[config.mk]
export PLATFORM = sky130hd
export DESIGN_NAME = intr_ctrl
export DESIGN_NICKNAME = d
export VERILOG_FILES = /design/src/rtl/intr_ctrl.sv
export SDC_FILE = /design/constraint.sdc
export NUM_CORES = 1
export LEC_CHECK = 0
export ABC_AREA = 1
export CAP_MARGIN = 20
export CELL_PAD_IN_SITES_DETAIL_PLACEMENT = 1
export CELL_PAD_IN_SITES_GLOBAL_PLACEMENT = 1
export CORE_MARGIN = 3
export CORE_UTILIZATION = 28
export CTS_BUF_LIST = sky130_fd_sc_hd__clkbuf_16
export DETAILED_ROUTE_END_ITERATION = 10
export PLACE_DENSITY_LB_ADDON = 0.25
export SLEW_MARGIN = 20
export SYNTH_ARGS = -nofsm -noshare
export SYNTH_HDL_FRONTEND = slang
export SYNTH_SLANG_ARGS = --single-unit
[constraint.sdc]
create_clock -name clk -period 2.3 [get_ports clk]
set_input_delay 0.345 -clock clk [delete_from_list [all_inputs] [get_ports clk]]
set_output_delay 0.345 -clock clk [all_outputs]
set_load 0.005 [all_outputs]
[src/rtl/intr_ctrl.sv]
// Interrupt sequencer: latches peripheral request edges, picks one by fixed priority,
// redirects fetch to the handler at a safe ID slot and restores the saved PC on eret.
module intr_ctrl #(
   parameter int          NSRC         = 4,
   parameter logic [31:0] HANDLER_ADDR = 32'h80000004
) (
   input  logic            clk,
   input  logic            reset,
   input  logic [NSRC-1:0] irq_src,
   input  logic            id_valid,
   input  logic [31:0]     id_pc,
   input  logic            id_is_branch,
   input  logic            id_stall,
   input  logic            id_eret,
   input  logic            cfg_we,
   input  logic [1:0]      cfg_addr,
   input  logic [31:0]     cfg_wdata,
   output logic [31:0]     cfg_rdata,
   output logic            exp_flush,
   output logic            redirect_valid,
   output logic [31:0]     redirect_pc,
   output logic            in_handler,
   output logic            irq_any
);

   localparam int CW = (NSRC > 1) ? $clog2(NSRC) : 1;

   typedef enum logic [2:0] {
      S_IDLE,
      S_ARM,
      S_TAKE,
      S_HANDLER,
      S_RETURN
   } state_t;

   state_t state, state_next;

   logic [NSRC-1:0] mask, pending, irq_prev;
   logic [NSRC-1:0] masked, rise, w1c, take_clr;
   logic [CW-1:0]   cause, sel;
   logic [31:0]     epc;
   logic            eligible, slot_ok, take_now;

   logic            unused_wdata;

   assign unused_wdata = &{1'b0, cfg_wdata[31:NSRC]};

   assign masked   = pending & mask;
   assign eligible = |masked;
   assign irq_any  = eligible;
   assign slot_ok  = id_valid & ~id_is_branch & ~id_stall & ~id_pc[31];
   assign take_now = (state == S_ARM) && eligible && slot_ok;
   assign rise     = irq_src & ~irq_prev;
   assign w1c      = (cfg_we && cfg_addr == 2'd1) ? cfg_wdata[NSRC-1:0] : '0;

   // Lowest set index wins; the selected bit is consumed on the ARM->TAKE edge
   always_comb begin
      sel = '0;
      for (int i = NSRC - 1; i >= 0; i--) begin
         if (masked[i]) sel = CW'(i);
      end
      take_clr = take_now ? (NSRC'(1) << sel) : '0;
   end

   always_ff @(posedge clk or negedge reset) begin
      if (!reset) state <= S_IDLE;
      else        state <= state_next;
   end

   always_comb begin
      state_next = state;
      case (state)
         S_IDLE:    if (eligible) state_next = S_ARM;
         S_ARM: begin
            if (!eligible)    state_next = S_IDLE;
            else if (slot_ok) state_next = S_TAKE;
         end
         S_TAKE:    state_next = S_HANDLER;
         S_HANDLER: if (id_valid && id_eret && !id_stall) state_next = S_RETURN;
         S_RETURN:  state_next = S_IDLE;
         default:   state_next = S_IDLE;
      endcase
   end

   always_comb begin
      exp_flush      = 1'b0;
      redirect_valid = 1'b0;
      redirect_pc    = 32'd0;
      in_handler     = 1'b0;
      case (state)
         S_TAKE: begin
            exp_flush      = 1'b1;
            redirect_valid = 1'b1;
            redirect_pc    = HANDLER_ADDR;
         end
         S_HANDLER: in_handler = 1'b1;
         S_RETURN: begin
            exp_flush      = 1'b1;
            redirect_valid = 1'b1;
            redirect_pc    = epc;
         end
         default: ;
      endcase
   end

   // New edges are OR'd in last so a set beats a same-cycle clear
   always_ff @(posedge clk or negedge reset) begin
      if (!reset) begin
         mask     <= '0;
         pending  <= '0;
         irq_prev <= '0;
         cause    <= '0;
         epc      <= 32'd0;
      end else begin
         irq_prev <= irq_src;
         pending  <= (pending & ~w1c & ~take_clr) | rise;
         if (cfg_we && cfg_addr == 2'd0) mask <= cfg_wdata[NSRC-1:0];
         if (take_now) begin
            cause <= sel;
            epc   <= id_pc;
         end
      end
   end

   always_comb begin
      case (cfg_addr)
         2'd0:    cfg_rdata = {{(32-NSRC){1'b0}}, mask};
         2'd1:    cfg_rdata = {{(32-NSRC){1'b0}}, pending};
         2'd2:    cfg_rdata = {{(32-CW){1'b0}}, cause};
         default: cfg_rdata = epc;
      endcase
   end

endmodule

==> results.yml <==
final_layout:
  finalNetCount: 519
  syn_to_final_growth_pct: 56.0
  fin_area_mm2: 0.00399
  drive_gt1_share_pct: 12.2
  num_antenna_cells: 0
die:
  dieArea_mm2: 0.0103
  dieHeight_um: 102
  die_w_um: 102
  core_area_mm2: 0.00881
  initial_utilization_pct: 29.0
  ios: 145
  rows: 34
grt:
  track_usage_pct: 14.9
  grt_pass1_wl_mm: 12.2
  antenna_found_initial: 0
  grt-ovfl-total: 0
  grt_max_degree: 35
  grt_pass1_vias: 2459
cts:
  clk_path_buf_depth: 2
  cts_tree: "yes"
  cts_inserted_buffers: 5
  cts.sink_count: 49
  ctsRootBufferMaster: "clkbuf_16"
  ctsHoldBuffers: 0
  insertion_delay_ns: 0.28
  clkTransAtPathRegs_ns: 0.07
  htreeDepth: 2
  cts_setup_buffers: 0
worst_setup_path:
  reg2reg_to: "epc[5]$_DFFE_PN0P_"
  rr_worst_depth: 6
  cp_num_buf_inv: 2
  critPathRequiredTime_ns: 1.96
  critPathSlowestCell: "clkdlybuf4s50_1"
  endpoint_kind: "output port"
  rrSetupSlack_ns: 0.63
  critPathMaxFanout: 20
  worstSetupPathType: "register to output port"
  worstPathArrival_ns: 1.82
  cp_cell_sequence: "nor2_2 > nand2_1 > buf_4 > o21ai_0 > clkdlybuf4s50_1"
  crit_path_max_incr_delay_ns: 0.53
  r2r_start: "state[1]$_DFFE_PN0P_"
  crit_family: "buffers and inverters"
  cp-start-kind: "register"
job:
  max-cap-violations: 0
sta:
  max_freq_mhz: 461
  setup_viol: 0
  hold_viol: 0
  fin_crit_sh_pct: 94.3
  slew_headroom_pct: 54.7
  whs_ns: 0.0970
  rsz0062_at_grt: "false"
  fin_crit_ns: 2.17
  slew_violations: 0
  skew_ns: 0.00519
  worst_pin_slew_ns: 0.680
synthesis:
  synth.yosys.seq_area_share_pct: 48.0
  syn_nets: 401
  synth-warning-count: 0
  syn_area_mm2: 0.00256
  synthTopCellsByArea: "dfrtp_1 48%, nand2_1 12%, nor2_1 10%"
  ys_ff_latch: 49
  yosysTopAreaCellShare_pct: 48.0
  synth_top_cell_by_area: "dfrtp_1"
  synthCells: 324
  ys_types: 22
  synth_area_per_cell_um2: 7.89
routing:
  viasPerCell: 4.41
  dr.pass1.iters: 4
  drc: 0
  vias: 2430
  wl_per_cell_um: 13.5
  routed_wirelength_mm: 7.43
  drt_iter0_drc: 41
  antenna_left: 0
pwr:
  powerDensity_mw_per_mm2: 895
  peakVddDrop_mv: 0.285
  p_leak_nw: 1.86
placed_design:
  placed_area_mm2: 0.00383
  gp_congestion: 0.818
  dp_hpwl_mm: 5.92
  numPortBuffers: 116
worst_hold_path:
  hold_class: "input pin to asynchronous set/reset pin"
status:
  status: "complete, no violations"
[flip-flops by register name (all words and copies together), names as in the netlist]
name and flops:
cause 2, state 3, pending 4, irq_prev 4, epc 32, mask 4
[power breakdown]
group	switching, mW	leakage (nW)	internal, mW	total (mW)
Clock	0.318	0.0748	0.396	0.714
Sequential	0.132	0.559	1.19	1.32
Combinational	0.757	1.22	0.777	1.53
[synth_stat cells (all sizes together)]
master	number
a32oi	2
a21o	1
nand4	1
clkbuf	7
nand3b	2
buf	7
nand2	81
o21ai	43
o211ai	2
dfrtp	49
o21bai	3
nor3b	1
nor2	68
nand3	7
inv	50
[layer usage]
metal | track usage [%] | wire, µm | up-vias
met5 | 0 | 0 | -
met1 | 20.2 | 3460 | 1127
met2 | 25.2 | 3510 | 78
met4 | 2.76 | 61 | 0
met3 | 2.69 | 404 | 7
li1 | - | - | 1218
[cells by family after synthesis]
family          Yosys count  synth area share, %
buf+inv                  64                 11.5
flops                    49                 48.0
simple gates            160                 25.6
compound gates           51                 15.0
[cell usage in the layout (no fill, tap or decap), drive strengths merged]
master	Yosys	routed
clkdlybuf4s50	0	113
nand2	81	81
nor2	68	68
inv	50	51
dfrtp	49	49
o21ai	43	43
buf	7	10
nand3	7	7
clkbuf	7	5
o21bai	3	3
o211ai	2	2
a32oi	2	2
clkinv	0	2
nand3b	2	2
nor3b	1	1
nand4	1	1
a21o	1	1
dlygate4sd2	0	1
dlymetal6s2s	0	1
[repair_timing]
item,CTS,global route
endpoints found under the hold margin,0,0
setup endpoints to repair,2,24
gates cloned,0,0
gates resized for setup,3,5
[final cells by class]
type / count / area [µm²]
Fill cell: 1067 / 4820
Timing Repair Buffer: 125 / 1250
Sequential cell: 49 / 1230
Multi-Input combinational cell: 211 / 1050
Inverter: 50 / 188
Tap cell: 108 / 135
Clock buffer: 5 / 125
Clock inverter: 3 / 13.8
[how the worst max path moves through the flow]
stage	startpoint	to	slack [ns]	depth (start not counted)
2_1_floorplan	state[1]$_DFFE_PN0P_	redirect_valid	0.82	5
3_3_place_gp	cfg_addr[1]	cfg_rdata[0]	0.02	5
3_5_place_dp	cfg_addr[1]	cfg_rdata[1]	-0.02	5
4_1_cts	cfg_addr[1]	cfg_rdata[1]	0.02	6
5_1_grt	state[1]$_DFFE_PN0P_	redirect_pc[2]	0.02	5
6_report	state[1]$_DFFE_PN0P_	redirect_pc[2]	0.13	5
[through the flow]
| stage | total power [mW] | TNS, ns | util (%) | cells | setup slack, ns |
|---|---|---|---|---|---|
| 2_1_floorplan | 2.19 | 0 | - | 324 | 0.822 |
| 3_3_place_gp | 2.84 | 0 | 43.5 | 543 | 0.0177 |
| 3_5_place_dp | 2.90 | -0.0154 | 43.5 | 543 | -0.0154 |
| 4_1_cts | 3.63 | 0 | 45.2 | 551 | 0.0207 |
| 5_1_grt | 3.88 | 0 | 45.3 | 551 | 0.0166 |
| 6_report | 3.57 | 0 | 45.3 | 551 | 0.131 |
No activity file was read; power rests on OpenSTA's default activity.
